## config.mk

```make
export PLATFORM = sky130hd
export DESIGN_NAME = cla_slice_subtractor
export DESIGN_NICKNAME = d
export VERILOG_FILES = /design/src/rtl/cla_slice_subtractor_pkg.sv /design/src/rtl/cla_slice_subtractor_cla_slice4.sv /design/src/rtl/cla_slice_subtractor.sv
export SDC_FILE = /design/constraint.sdc
export NUM_CORES = 1
export LEC_CHECK = 0
export CORE_AREA = 2 2 87 89
export CTS_CLUSTER_DIAMETER = 50
export DETAILED_ROUTE_END_ITERATION = 10
export DIE_AREA = 0 0 89 91
export GPL_TIMING_DRIVEN = 0
export SLEW_MARGIN = 30
export SYNTH_ARGS = -nofsm -noshare
export SYNTH_HDL_FRONTEND = slang
export SYNTH_SLANG_ARGS = --single-unit
```

## constraint.sdc

```tcl
create_clock -name clk -period 7.5 [get_ports clk]
set_input_delay 1.5 -clock clk [delete_from_list [all_inputs] [get_ports clk]]
set_output_delay 1.5 -clock clk [all_outputs]
set_load 0.05 [all_outputs]
```

## src/rtl/cla_slice_subtractor_pkg.sv

```systemverilog
// Shared types and constants for the slice-serial
// carry-lookahead subtractor.
package cla_slice_subtractor_pkg;

  typedef enum logic [1:0] {
    IDLE = 2'd0,
    RUN  = 2'd1,
    DONE = 2'd2
  } state_t;

  localparam int SLICE_W = 4;

  function automatic int idx_w(input int n);
    int r;
    r = 0;
    while ((1 << r) < n) r++;
    if (r < 1) r = 1;
    return r;
  endfunction

endpackage

```

## src/rtl/cla_slice_subtractor_cla_slice4.sv

```systemverilog
// 4-bit carry-lookahead adder slice with explicit
// generate/propagate equations.
module cla_slice4 (
  input  logic [3:0] x,
  input  logic [3:0] y,
  input  logic       cin,
  output logic [3:0] s,
  output logic       cout
);

  logic [3:0] g;
  logic [3:0] p;
  logic [3:0] c;

  assign g = x & y;
  assign p = x ^ y;

  assign c[0] = g[0] | (p[0] & cin);
  assign c[1] = g[1] | (p[1] & g[0])
              | (p[1] & p[0] & cin);
  assign c[2] = g[2] | (p[2] & g[1])
              | (p[2] & p[1] & g[0])
              | (p[2] & p[1] & p[0] & cin);
  assign c[3] = g[3] | (p[3] & g[2])
              | (p[3] & p[2] & g[1])
              | (p[3] & p[2] & p[1] & g[0])
              | (p[3] & p[2] & p[1] & p[0] & cin);

  assign s    = p ^ {c[2:0], cin};
  assign cout = c[3];

endmodule

```

## src/rtl/cla_slice_subtractor.sv

```systemverilog
// Multi-cycle a - b - bin, one 4-bit lookahead slice per
// clock, LSB first, with valid/ready on both sides.
module cla_slice_subtractor
  import cla_slice_subtractor_pkg::*;
#(
  parameter int WIDTH = 16
) (
  input  logic             clk,
  input  logic             rst,
  input  logic             in_valid,
  output logic             in_ready,
  input  logic [WIDTH-1:0] a,
  input  logic [WIDTH-1:0] b,
  input  logic             bin,
  output logic             out_valid,
  input  logic             out_ready,
  output logic [WIDTH-1:0] diff,
  output logic             bout,
  output logic             ovf,
  output logic             zero
);

  localparam int NSLICE = WIDTH / SLICE_W;
  localparam int IW     = idx_w(NSLICE);

  if ((WIDTH % SLICE_W) != 0 || WIDTH < SLICE_W) begin : g_chk
    $error("WIDTH must be a positive multiple of 4");
  end

  state_t           state;
  logic [IW-1:0]    idx;
  logic             carry;
  logic [WIDTH-1:0] a_r;
  logic [WIDTH-1:0] b_r;

  logic [3:0]       sx;
  logic [3:0]       sy;
  logic [3:0]       s;
  logic             cout;
  logic [WIDTH-1:0] diff_next;
  logic             last;

  // Subtract as a + ~b + ~bin through the adder slice.
  assign sx   = a_r[idx*SLICE_W +: SLICE_W];
  assign sy   = ~b_r[idx*SLICE_W +: SLICE_W];
  assign last = (idx == IW'(NSLICE - 1));

  cla_slice4 u_slice (
    .x    (sx),
    .y    (sy),
    .cin  (carry),
    .s    (s),
    .cout (cout)
  );

  always_comb begin
    diff_next = diff;
    diff_next[idx*SLICE_W +: SLICE_W] = s;
  end

  always_ff @(posedge clk or posedge rst) begin
    if (rst) begin
      state     <= IDLE;
      idx       <= '0;
      carry     <= 1'b0;
      a_r       <= '0;
      b_r       <= '0;
      diff      <= '0;
      bout      <= 1'b0;
      ovf       <= 1'b0;
      zero      <= 1'b0;
      in_ready  <= 1'b1;
      out_valid <= 1'b0;
    end else begin
      unique case (state)
        IDLE: begin
          if (in_valid) begin
            a_r      <= a;
            b_r      <= b;
            carry    <= ~bin;
            idx      <= '0;
            in_ready <= 1'b0;
            state    <= RUN;
          end
        end
        RUN: begin
          diff  <= diff_next;
          carry <= cout;
          if (last) begin
            idx       <= '0;
            bout      <= ~cout;
            zero      <= (diff_next == '0);
            ovf       <= (a_r[WIDTH-1] ^ b_r[WIDTH-1])
                       & (diff_next[WIDTH-1] ^ a_r[WIDTH-1]);
            out_valid <= 1'b1;
            state     <= DONE;
          end else begin
            idx <= idx + 1'b1;
          end
        end
        DONE: begin
          if (out_ready) begin
            out_valid <= 1'b0;
            in_ready  <= 1'b1;
            state     <= IDLE;
          end
        end
        default: begin
          in_ready  <= 1'b1;
          out_valid <= 1'b0;
          state     <= IDLE;
        end
      endcase
    end
  end

endmodule

```

# Yosys cells after proc, flatten, opt, wreduce, memory -nomap -nowiden
# Cells that the tools add are included.
[op_classes]
n_addsub = 2
eq_ne = 6
shifts = 4
n_mux = 16
bitwise = 37
reduce_logical = 9
[ops]
columns = ["operator", "count"]
rows = [
  ["4-bit negator with 34-bit output", 1],
  ["4-bit by 34-bit variable shift with 16-bit output, first input constant", 1],
  ["4-bit by 34-bit indexed part select with 16-bit output", 1],
  ["16-bit by 5-bit indexed part select with 4-bit output", 2],
  ["1-bit AND", 17],
  ["16-bit bitwise mux", 1],
  ["16-bit logical NOT", 1],
  ["2-bit two-way mux", 5],
  ["1-bit OR", 10],
  ["3-bit AND reduction", 3],
  ["4-bit XOR", 2],
  ["2-bit != test, second input constant", 3],
  ["1-bit case mux with 3 select lines", 2],
  ["2-bit case mux with 3 select lines", 1],
  ["2-bit AND reduction", 3],
  ["1-bit two-way mux", 5],
  ["4-bit AND", 1],
  ["2-bit equality test, second input constant", 2],
  ["1-bit NOT", 4],
  ["4-bit NOT", 1],
  ["2-bit case mux with 2 select lines", 1],
  ["2-bit by 1-bit adder with 2-bit output, second input constant", 1],
  ["2-bit by 1-bit equality test with 1-bit output, second input constant", 1],
  ["2-bit logical NOT", 1],
  ["3 further kinds", 4],
]
[totals]
regBits = 58
in_bits = 37
wordCells = 85

# Depth between registers and ports, before layout
# Gate-level depths: netlist of run 1.
[logic_depth]
word_depth = 12
ltp_mapped = 9

# Modules after synthesis
# From an unflattened synthesis of run 1, not the netlist that was laid out.
[hier_totals]
hier_cells = 293
area_unflattened_um2 = 2854.0
[modules_own_cells]
columns = ["module", "n_inst", "cells_each", "area_per_inst_um2", "seq_area_each_um2"]
rows = [
  ["cla_slice_subtractor", 1, 276, 2706.3, 1452.6],
  ["cla_slice4", 1, 17, 147.6, 0.0],
]

# Worst setup path before layout of run 1
# Ideal clock, no wire load.
[synth_path]
kind = "reg-to-reg"
from = "reg idx[0]"
to = "reg zero"
arrival_time_ns = 2.492
required_ns = 7.379
setup_slack_ns = 4.887
stages_incl_launch_ff = 10
path_buffers = 2
synth_period_minus_slack_ns = 2.613
path_cell_list = "dfrtp_1 buf_4 buf_2 mux4_2 ha_1 o21ai_0 o21bai_2 xor2_2 o311ai_1 a22o_1"
[synth_via]
elab_chain_cells = 11
elab_cells_between_ends = 28
[synth_rtl]
columns = ["element", "line_no", "text"]
rows = [
  ["start: declaration", "cla_slice_subtractor.sv:31", "logic [IW-1:0] idx;"],
  ["start signal: assignment", "cla_slice_subtractor.sv:98", "idx <= idx + 1'b1;"],
  ["16-bit by 5-bit indexed part select with 4-bit output", "cla_slice_subtractor.sv:45", "assign sy = ~b_r[idx*SLICE_W +: SLICE_W];"],
  ["4-bit NOT", "cla_slice_subtractor.sv:45", ""],
  ["4-bit XOR / 4-bit AND (equally long branches)", "cla_slice_subtractor_cla_slice4.sv:16, cla_slice_subtractor_cla_slice4.sv:15", ""],
  ["1-bit AND, on equally long branches", "cla_slice_subtractor_cla_slice4.sv:21, cla_slice_subtractor_cla_slice4.sv:22, cla_slice_subtractor_cla_slice4.sv:23", ""],
  ["1-bit OR (tied with other cells)", "cla_slice_subtractor_cla_slice4.sv:21", "assign c[2] = g[2] | (p[2] & g[1])"],
  ["1-bit OR / 1-bit AND (equally long branches)", "cla_slice_subtractor_cla_slice4.sv:22, cla_slice_subtractor_cla_slice4.sv:23", ""],
  ["1-bit OR", "cla_slice_subtractor_cla_slice4.sv:23", "| (p[2] & p[1] & p[0] & cin);"],
  ["4-bit XOR", "cla_slice_subtractor_cla_slice4.sv:29", "assign s = p ^ {c[2:0], cin};"],
  ["4-bit by 34-bit indexed part select with 16-bit output", "cla_slice_subtractor.sv:58", "diff_next[idx*SLICE_W +: SLICE_W] = s;"],
  ["16-bit bitwise mux", "cla_slice_subtractor.sv:58", ""],
  ["16-bit logical NOT", "cla_slice_subtractor.sv:92", "zero <= (diff_next == '0);"],
  ["end signal: assignment", "cla_slice_subtractor.sv:92", ""],
  ["end: declaration", "cla_slice_subtractor.sv:20", "output logic zero"],
]
# Parallel ways exist; a longest one is shown, timed or not.
# A chain may end at the register's enable or synchronous reset.

# Worst setup path after layout of run 1
[layout_path]
from = "reg in_ready"
to = "out in_ready"
[layout_rtl]
columns = ["element", "line_no", "text"]
rows = [
  ["start: declaration", "cla_slice_subtractor.sv:11", "output logic in_ready,"],
  ["start signal: assignment", "cla_slice_subtractor.sv:72", "in_ready <= 1'b1;"],
  ["start signal: assignment", "cla_slice_subtractor.sv:82", "in_ready <= 1'b0;"],
  ["start signal: assignment", "cla_slice_subtractor.sv:104", "in_ready <= 1'b1;"],
]
# No word-level cell between the ends.

==> results.ini, run 1 <==
[timing]
tightest_slew_ps = 589
slew_violations = 0
setup_ws_ps = 4330
finalSetupViolCount = 0
hold_viol = 0
min_period_ps = 3170
slew-limit-headroom = 0.607
fin_crit_sh = 0.423
tns_ps = 0
max_freq_mhz = 315
skew_ps = 6.38
rsz0062_at_grt = false

[pwr]
comb_power_share = 0.561
p_sw_w = 0.000857
leakage_nw = 1.73
vdd_drop_max_v = 0.000214
p_int_w = 0.00102
swShare = 0.456
seqPwrFrac = 0.285
power_density_nw_per_um2 = 503
clockPowerShare = 0.154

[layout]
drive_gt1_frac = 0.103
nets = 402
synthToLayoutAreaGrowth_pct = 32.8
nFillCells = 689
final_util = 0.523
antenna_cells = 0
stdcell_count = 457

[worst_setup_path]
worstSetupPathType = reg2out
arrival_ps = 1670
crit_path_end_kind = output port
critical_path_cell_count = 1
slowest_stage = clkdlybuf4s50_1
worstReg2RegStart = idx[0]
worst-path-buf-inv = 1
critPathLaunch = in_ready
critPathLaunchType = register
regToRegSetupSlack_ps = 4470
crit_family = buffers and inverters
crit_required_ps = 6000
cp_max_fo = 3
path_cells = clkdlybuf4s50_1
ff2ff_path_depth = 9
reg2reg_to = zero
cpPeakStageDelay_ps = 790

[route]
antenna_left = 0
wire_per_inst_microns = 13.4
drt_iter0_drc = 143
dr.pass1.iters = 4
vias = 2210
via_per_inst = 4.84
route.detailed.drc = 0
wl_microns = 6140

[synthesis]
synth_fp_nets = 333
synth.distinct_cells = 42
synth_edf_count = 0
yosys_warnings = 0
synth_top_area_share = 0.507
synth_top_flop_cell = dfrtp_1
async_reset_ff_frac = 1.00
synthesis.instances = 284
synth_top_area_cell = dfrtp_1
ys_seq_area_frac = 0.516
synth_seq_cells = 58
synth_area_leaders = dfrtp_1, nand2_1, mux4_2
syn_area_per_cell_sq_um = 9.91
mappedNetlistArea_sq_um = 2810

[global_routing]
grt_pass1_wl_microns = 10400
grt_max_degree = 44
grt_remaining_overflow = 0
grt_pass1_vias = 2195
grt_antenna_before_repair = 0
grt.total_usage = 0.167

[place]
post-place-ws_ps = 4380
port_buffers = 57
place.gp.congestion = 0.834
hpwlAfterDp_microns = 4490
placed_cells = 441

[worst_hold_path]
holdPathEnd = b_r[10]
hp-start = b_r[10]
hold_path_class = reg2reg
whs_path_depth = 2

[cts]
clock_sinks = 58
cts_root_buf = clkbuf_8
post_cts_buffers = 0
clk_latency_ps = 340
cts_max_level = 3
cts_tree = yes
cts_buffers = 9
postCtsHoldBufs = 0
cts_resized = 0
clk_pin_slew_ps = 60
clock_path_buffers = 2

[floorplan]
start_util = 0.394
core_sq_um = 7140
die_width_microns = 89
rows = 31
io_pins = 58
die_h_microns = 91
die_area_sq_um = 8100

[job]
max_cap_viol_count = 0

[outcome]
status = finished clean

## logic make-up after synthesis
logic type / count (synthesis) / share of synthesized area
AOI/OAI and AO/OA: 38 / 0.0969
xor gates and xnor gates: 3 / 0.0120
adders and majority gates: 12 / 0.0560
buffers and inverters: 22 / 0.0320
DFF: 58 / 0.516
muxes: 10 / 0.0716
and+or+nand+nor: 141 / 0.215
## power by group through the flow
stage	Combinational, W	Sequential (W)	Clock, W
finish	0.00106	0.000536	0.000289
global route	0.00117	0.000558	0.000308
global placement	0.00106	0.000539	0
detailed placement	0.00107	0.000543	0
CTS	0.00107	0.000538	0.000296
floorplan	0.000644	0.000650	0
## cell usage in the layout, fill, tap and decap left out, types with 2 or more instances in the layout
cell type,netlist,final
a21oi_1,4,4
a22o_1,7,7
a32o_1,2,2
buf_2,3,3
clkbuf_1,6,9
clkbuf_8,0,11
clkdlybuf4s50_1,0,57
dfrtp_1,57,57
ha_1,11,11
inv_1,10,9
inv_2,2,2
mux4_2,8,8
nand2_1,116,116
nand2b_1,2,2
nand3_1,3,3
nand3b_1,5,5
nor2_1,3,3
nor3_1,3,3
nor4_1,4,4
o21ai_0,9,9
o21ai_1,2,2
o22ai_1,2,2
o31ai_1,4,4
## synthesized netlist by cell type (all sizes together) (2+ instances only)
cell type    n
nand2      116
a211oi       2
o21ai       11
nor4         4
a22o         7
a21oi        5
nor2         3
mux4         8
inv         12
nor3         4
xor2         2
dfrtp       57
clkbuf       6
nand3        3
a32o         2
o31ai        4
ha          11
buf          4
nand3b       5
o22ai        2
nand2b       2
## per-layer routing
layer	up-vias	part of all wire	global-route usage
met5	-	0	0
met4	0	0.012	0.0423
met3	10	0.049	0.0591
met2	49	0.49	0.274
met1	1055	0.45	0.210
li1	1096	-	-
## stage by stage
| stage | area, sq um | power (W) | hold slack (ps) |
|---|---|---|---|
| 2_1_floorplan | 2810 | 0.00129 | 440 |
| 3_3_place_gp | 3510 | 0.00159 | 456 |
| 3_5_place_dp | 3540 | 0.00161 | 460 |
| 4_1_cts | 3740 | 0.00190 | 476 |
| 5_1_grt | 3740 | 0.00204 | 503 |
| 6_report | 3740 | 0.00188 | 469 |
## state kept, by name, summed over array words and instances, names as in the netlist
name,count
a_r,16
ovf,1
zero,1
idx,2
b_r,16
in_ready,1
state,2
carry,1
out_valid,1
diff,16
bout,1
## final cells by class
cell class	instances	area [sq um]	area share
Clock inverter	2	35.0	0.00938
Sequential cell	58	1450	0.389
Timing Repair Buffer	58	598	0.160
Clock buffer	14	163	0.0435
Buffer	10	45.0	0.0121
Inverter	12	47.5	0.0127
Tap cell	99	124	0.0332
Multi-Input combinational cell	204	1270	0.340
## worst max path at each step
stage / to / slack (ps)
3_5_place_dp: a_r[7] / 4380
6_report: in_ready / 4330
5_1_grt: zero / 4250
3_3_place_gp: b_r[4] / 3490
4_1_cts: in_ready / 4310
2_1_floorplan: a_r[0] / 4570
(Power assumes the default switching activity.)
==> inputs of run 2 (changes only) <==
--- a/config.mk
+++ b/config.mk
@@ -10,6 +10,7 @@
 export DETAILED_ROUTE_END_ITERATION = 10
 export DIE_AREA = 0 0 89 91
 export GPL_TIMING_DRIVEN = 0
+export PLACE_DENSITY = 0.67
 export SLEW_MARGIN = 30
 export SYNTH_ARGS = -nofsm -noshare
 export SYNTH_HDL_FRONTEND = slang
==> constraint.sdc (replaced) <==
create_clock -name clk -period 2.6 [get_ports clk]
set_input_delay 0.52 -clock clk [delete_from_list [all_inputs] [get_ports clk]]
set_output_delay 0.52 -clock clk [all_outputs]
set_load 0.05 [all_outputs]
==> run 2 against run 1 <==
Net effect: largest power group unchanged; global-route usage up 0.94 points; sequential share of layout area down 1.9 points; flip-flop and latch count stayed put; largest cell class unchanged; critical path depth up 8.
==> results.ini, run 2 (same netlist as run 1, synthesis figures left out) <==
[outcome]
status = finished clean  ; unchanged

[floorplan]
die_area_sq_um = 8100  ; unchanged
die_width_microns = 89  ; unchanged
io_pins = 58  ; unchanged
start_util = 0.394  ; unchanged
core_sq_um = 7140  ; unchanged
rows = 31  ; unchanged
die_h_microns = 91  ; unchanged

[layout]
drive_gt1_frac = 0.163  ; was 0.103
final_common_cell = nand2_1  ; unchanged
nets = 413  ; was 402
synthToLayoutAreaGrowth_pct = 39.4  ; was 32.8%
final_cell_mix = nand2_1, dfrtp_1, clkdlybuf4s50_1, clkbuf_8, buf_4  ; was nand2_1, dfrtp_1, clkdlybuf4s50_1, ha_1, clkbuf_8
antenna_cells = 0  ; unchanged
stdcell_count = 467  ; was 457
reg_top3 = a_r x16, b_r x16, diff x16  ; unchanged
final_util = 0.550  ; was 0.523

[cts]
cts_max_level = 3  ; unchanged
clk_pin_slew_ps = 60  ; about the same
cts_buffers = 9  ; unchanged
cts_root_buf = clkbuf_8  ; unchanged
clk_latency_ps = 340  ; about the same
clock_sinks = 58  ; unchanged
clock_path_buffers = 2  ; unchanged
cts_tree = yes  ; unchanged

[route]
wire_per_inst_microns = 14.4  ; was 13.4 microns
drt_iter0_drc = 83  ; was 143
via_per_inst = 4.89  ; was 4.84
wl_microns = 6710  ; was 6140 microns
vias = 2282  ; was 2,210
dr.pass1.iters = 4  ; unchanged
route.detailed.drc = 0  ; unchanged
antenna_left = 0  ; unchanged

[worst_setup_path]
worstSetupPathType = reg2reg  ; was reg2out
arrival_ps = 2850  ; was 1670 ps
slowest_stage = mux4_2  ; was clkdlybuf4s50_1
crit_required_ps = 2880  ; was 6000 ps
worstReg2RegStart = idx[0]  ; unchanged
cpPeakStageDelay_ps = 580  ; was 790 ps
ff2ff_path_depth = 9  ; unchanged
critPathLaunch = idx[0]  ; was in_ready
critPathLaunchType = register  ; unchanged
regToRegSetupSlack_ps = 30  ; was 4470 ps
path_cells = buf_6, mux4_2, ha_4, a211oi_2, o21bai_2, buf_4, xor2_4, o311ai_2, a22o_1  ; was clkdlybuf4s50_1
reg2reg_to = zero  ; unchanged
crit_path_end_kind = register  ; was output port
cp_max_fo = 6  ; was 3

[pwr]
vdd_drop_max_v = 0.000785  ; was 0.000214 V
leakage_nw = 1.80  ; was 1.73 nW
design_power_total_w = 0.00629  ; was 0.00188 W
power_density_nw_per_um2 = 1600  ; was 503 nW/um^2

[place]
placed_cells = 441  ; unchanged
hpwlAfterDp_microns = 4690  ; was 4490 microns
place.gp.congestion = 0.803  ; was 0.834
port_buffers = 57  ; unchanged

[timing]
min_period_ps = 2570
slew-limit-headroom = 0.657  ; was 0.607
hold_ws_ps = 453  ; was 469 ps
slew_violations = 0  ; unchanged
hold_viol = 0  ; unchanged
fin_crit_sh = 0.990
max_freq_mhz = 389
skew_ps = 4.07  ; was 6.38 ps
finalSetupViolCount = 0  ; unchanged
tightest_slew_ps = 512  ; was 589 ps
tns_ps = 0  ; unchanged

[global_routing]
grt.total_usage = 0.177  ; was 0.167
grt_pass1_vias = 2296  ; was 2,195
grt_antenna_before_repair = 0  ; unchanged
grt_remaining_overflow = 0  ; unchanged
grt_pass1_wl_microns = 11000  ; was 10,400 microns
grt_max_degree = 44  ; unchanged

[worst_hold_path]
hold_path_class = in2async  ; was reg2reg

[job]
max_cap_viol_count = 0  ; unchanged

## run 2: metal layers
metal / GRT usage / part of all wire
met1: 0.245 / 0.45
met2: 0.275 / 0.48
met5: 0 / 0
met4: 0.0522 / 0.014
met3: 0.0418 / 0.050
## run 2: layout make-up
cell class | count | area (sq um)
buffer | 10 | 67.6
clock inverter | 2 | 35.0
clock buffer | 13 | 169
sequential | 58 | 1450
inverter | 12 | 47.5
multi-input combinational | 204 | 1350
timing repair buffer | 69 | 677
fill | 649 | 3210
tap | 99 | 124
## run 2: what timing repair did
| item | in CTS | in global routing |
|---|---|---|
| buffers inserted | 6 | 5 |
| resized for setup | 10 | 9 |
| hold buffers | 0 | 0 |
| pin swaps | 2 | 2 |
| cloned | 0 | 0 |
| setup endpoints to repair | 12 | 6 |
## run 2: worst max-delay path by stage
stage          endpoint  slack (ps)  cells after the start
2_1_floorplan      zero          50                      9
3_3_place_gp     b_r[0]        -390                      2
3_5_place_dp       zero        -350                      9
4_1_cts            zero           4                     10
5_1_grt            zero         -40                      9
6_report           zero          30                      9
## run 2: report_power, final
part | switching, W | leakage, nW | internal (W)
logic | 0.00220 | 0.963 | 0.00168
registers | 0.000252 | 0.734 | 0.00130
clock network | 0.000353 | 0.106 | 0.000515
## run 2: through the flow
step | setup slack, ps | area [sq um]
after CTS | 3.80 | 3840
after global routing | -40.7 | 3920
after detailed placement | -353 | 3530
final | 26.5 | 3920
after floorplan | 48.8 | 2820
after global placement | -395 | 3510
## run 2: critical path: cells and delay by family (launching register included)
family,cells,cell delay [ps]
AOI/OAI and AO/OA,4,780
muxes,1,580
DFF,1,360
buffers and inverters,2,310
adders and majority gates,1,270
xor gates and xnor gates,1,200
==> inputs of run 3 (changes only) <==
--- a/config.mk
+++ b/config.mk
@@ -5,13 +5,14 @@
 export SDC_FILE = /design/constraint.sdc
 export NUM_CORES = 1
 export LEC_CHECK = 0
-export CORE_AREA = 2 2 87 89
+export CORE_AREA = 2 2 88 90
 export CTS_CLUSTER_DIAMETER = 50
 export DETAILED_ROUTE_END_ITERATION = 10
-export DIE_AREA = 0 0 89 91
+export DIE_AREA = 0 0 90 92
 export GPL_TIMING_DRIVEN = 0
-export PLACE_DENSITY = 0.67
+export PLACE_DENSITY = 0.66
 export SLEW_MARGIN = 30
 export SYNTH_ARGS = -nofsm -noshare
 export SYNTH_HDL_FRONTEND = slang
+export SYNTH_HIERARCHICAL = 1
 export SYNTH_SLANG_ARGS = --single-unit
==> run 3 against run 2 <==
Net effect: worst setup slack worse by 270 ps; synthesized area is 1.4% higher; register-to-register slack worse by 270 ps; synthesized cell count is 3.2% higher; the run now ends with setup timing left.
==> results.ini, run 3 <==
[outcome]
status = finished, violations left  ; was finished clean
violations = setup timing

[floorplan]
start_util = 0.383  ; was 0.394
io_pins = 58  ; unchanged
die_width_microns = 90  ; was 89 microns
die_area_sq_um = 8280  ; was 8100 sq um
die_h_microns = 92  ; was 91 microns
core_sq_um = 7450  ; was 7140 sq um
rows = 32  ; was 31

[layout]
seq_area_sq_um = 1450  ; unchanged
nFillCells = 718  ; was 649
final_common_cell = nand2_1  ; unchanged
synthToLayoutAreaGrowth_pct = 40.6  ; was 39.4%
drive_gt1_frac = 0.141  ; was 0.163
nets = 419  ; was 413
finalInstanceArea_sq_um = 4010  ; was 3920 sq um
multi_input_area_sq_um = 1440  ; was 1350 sq um
reg_top3 = a_r x16, b_r x16, diff x16  ; unchanged
antenna_cells = 0  ; unchanged
final_util = 0.539  ; was 0.550
final_cell_mix = nand2_1, dfrtp_1, clkdlybuf4s50_1, a32o_1  ; was nand2_1, dfrtp_1, clkdlybuf4s50_1, clkbuf_8, buf_4

[synthesis]
synth_area_leaders = dfrtp_1, nand2_1, mux4_2  ; unchanged
yosys-top-cells-count = nand2_1, dfrtp_1, a32o_1  ; was nand2_1, dfrtp_1, ha_1
async_reset_ff_frac = 1.00  ; unchanged
synth_seq_cells = 58  ; unchanged
synth_top_area_cell = dfrtp_1  ; unchanged
syn_area_per_cell_sq_um = 9.74  ; was 9.91 sq um
synth_most_common_cell = nand2_1  ; unchanged
ys_seq_area_frac = 0.509  ; was 0.516
synth_top_flop_cell = dfrtp_1  ; unchanged
mappedNetlistArea_sq_um = 2850  ; was 2810 sq um
synth_top_area_share = 0.500  ; was 0.507
yosys_warnings = 6  ; was 0
synth_fp_nets = 341  ; was 333
synthesis.instances = 293  ; was 284
synth.distinct_cells = 38  ; was 42
synth_edf_count = 0  ; unchanged

[timing]
tightest_slew_ps = 529  ; was 512 ps
hold_ws_ps = 456  ; was 453 ps
finalSetupViolCount = 3  ; was 0
skew_ps = 7.82  ; was 4.07 ps
slew-limit-headroom = 0.646  ; was 0.657
rsz0062_at_grt = true
hold_viol = 0  ; unchanged
slew_violations = 0  ; unchanged
min_period_ps = 2840  ; was 2570 ps
setup_ws_ps = -241  ; was 26.5 ps
fin_crit_sh = 1.09  ; was 0.990
max_freq_mhz = 352  ; was 389 MHz

[global_routing]
grt_antenna_before_repair = 0  ; unchanged
grt_remaining_overflow = 0  ; unchanged
grt_pass1_vias = 2313  ; was 2,296
grt_pass1_wl_microns = 11100  ; was 11,000 microns
grt.total_usage = 0.174  ; was 0.177
grt_max_degree = 43  ; was 44

[cts]
cts_buffers = 9  ; unchanged
cts_max_level = 3  ; unchanged
cts_tree = yes  ; unchanged
clk_pin_slew_ps = 70  ; was 60 ps
clk_latency_ps = 340  ; about the same
clock_sinks = 58  ; unchanged
clock_path_buffers = 2  ; unchanged
cts_root_buf = clkbuf_8  ; unchanged

[job]
max_cap_viol_count = 0  ; unchanged

[route]
wire_per_inst_microns = 14.2  ; was 14.4 microns
wl_microns = 6800  ; was 6710 microns
drt_iter0_drc = 153  ; was 83
antenna_left = 0  ; unchanged
vias = 2364  ; was 2,282
dr.pass1.iters = 4  ; unchanged
route.detailed.drc = 0  ; unchanged
via_per_inst = 4.95  ; was 4.89

[place]
place_area_sq_um = 3620  ; was 3530 sq um
place.gp.congestion = 0.750  ; was 0.803
hpwlAfterDp_microns = 4730  ; was 4690 microns
post-place-ws_ps = -636  ; was -353 ps
port_buffers = 57  ; unchanged

[worst_setup_path]
worstSetupPathType = reg2reg  ; unchanged
critPathLaunchType = register  ; unchanged
cp_max_fo = 7  ; was 6
crit_required_ps = 2830  ; was 2880 ps
crit_path_end_kind = register  ; unchanged
arrival_ps = 3070  ; was 2850 ps

[worst_hold_path]
hold_path_class = in2async  ; unchanged

## run 3: cell types whose count changed after synthesis, moves of 3 or more
cell	before	now
nand2_1	116	113
clkbuf_1	6	12
a22o_1	7	0
a32o_1	2	15
inv_1	10	13
o21ai_0	9	4
nor2_1	3	9
nand3b_1	5	1
## run 3: path summary, 6_finish.rpt
kind / from / endpoint / slack [ps] / cells after the start
max in group asynchronous: rst / in_ready / 1600 / 3
min in group clk: a_r[11] / a_r[11] / 470 / 2
worst min register to register: a_r[11] / a_r[11] / 470 / 2
worst max-delay path: idx[0] / zero / -240 / 11
worst min-delay path: rst / diff[14] / 460 / 2
worst max register to register: idx[0] / zero / -240 / 11
## run 3: logic make-up after synthesis
| family | count (synthesis) | synth area share |
|---|---|---|
| AND/OR/NAND/NOR | 145 | 0.211 |
| AO/OA/AOI/OAI | 38 | 0.106 |
| flip-flops | 58 | 0.509 |
| buffers and inverters | 27 | 0.0386 |
| XOR/XNOR | 3 | 0.00921 |
| multiplexers | 11 | 0.0754 |
| adder cells (fa/ha/maj) | 11 | 0.0509 |
## run 3: per-stage QoR
stage | setup TNS (ps) | std cells
3_5_place_dp | -3550 | 453
4_1_cts | -428 | 477
3_3_place_gp | -26650 | 452
2_1_floorplan | -367 | 293
5_1_grt | -873 | 478
6_report | -462 | 478
## run 3: layout make-up
type,count,share of cell area
Sequential cell,58,0.362
Multi-Input combinational cell,208,0.360
Timing Repair Buffer,67,0.167
Clock buffer,14,0.0430
Tap cell,102,0.0318
Buffer,14,0.0209
Inverter,13,0.0128
Clock inverter,2,0.00249
## run 3: metal layers
| layer | wire length (microns) | up-vias | GRT usage |
|---|---|---|---|
| li1 | - | 1159 | - |
| met2 | 3360 | 62 | 0.296 |
| met5 | 0 | - | 0 |
| met4 | 153 | 0 | 0.0769 |
| met3 | 357 | 14 | 0.0509 |
| met1 | 2930 | 1129 | 0.206 |
## run 3: critical path, stage by stage, from the launching register on
cell and delay (ps):
dfrtp_1 360, buf_6 130, buf_12 110, mux4_2 500
inv_2 100, inv_1 60, fa_1 530, xnor2_4 350
nor3_2 80, nor3_1 200, nor4_2 90, a32o_1 220
## run 3: timing repair
item                                    in CTS  in global routing
endpoints found under the setup margin      15                  4
buffers inserted                             8                  1
hold buffers                                 0                  0
resized for setup                           12                  8
pin swaps                                    6                  5
Power of run 3 is left out: the tool's default activity adds up to more than one toggle a clock period on the data nets, which glitch-free logic cannot reach.
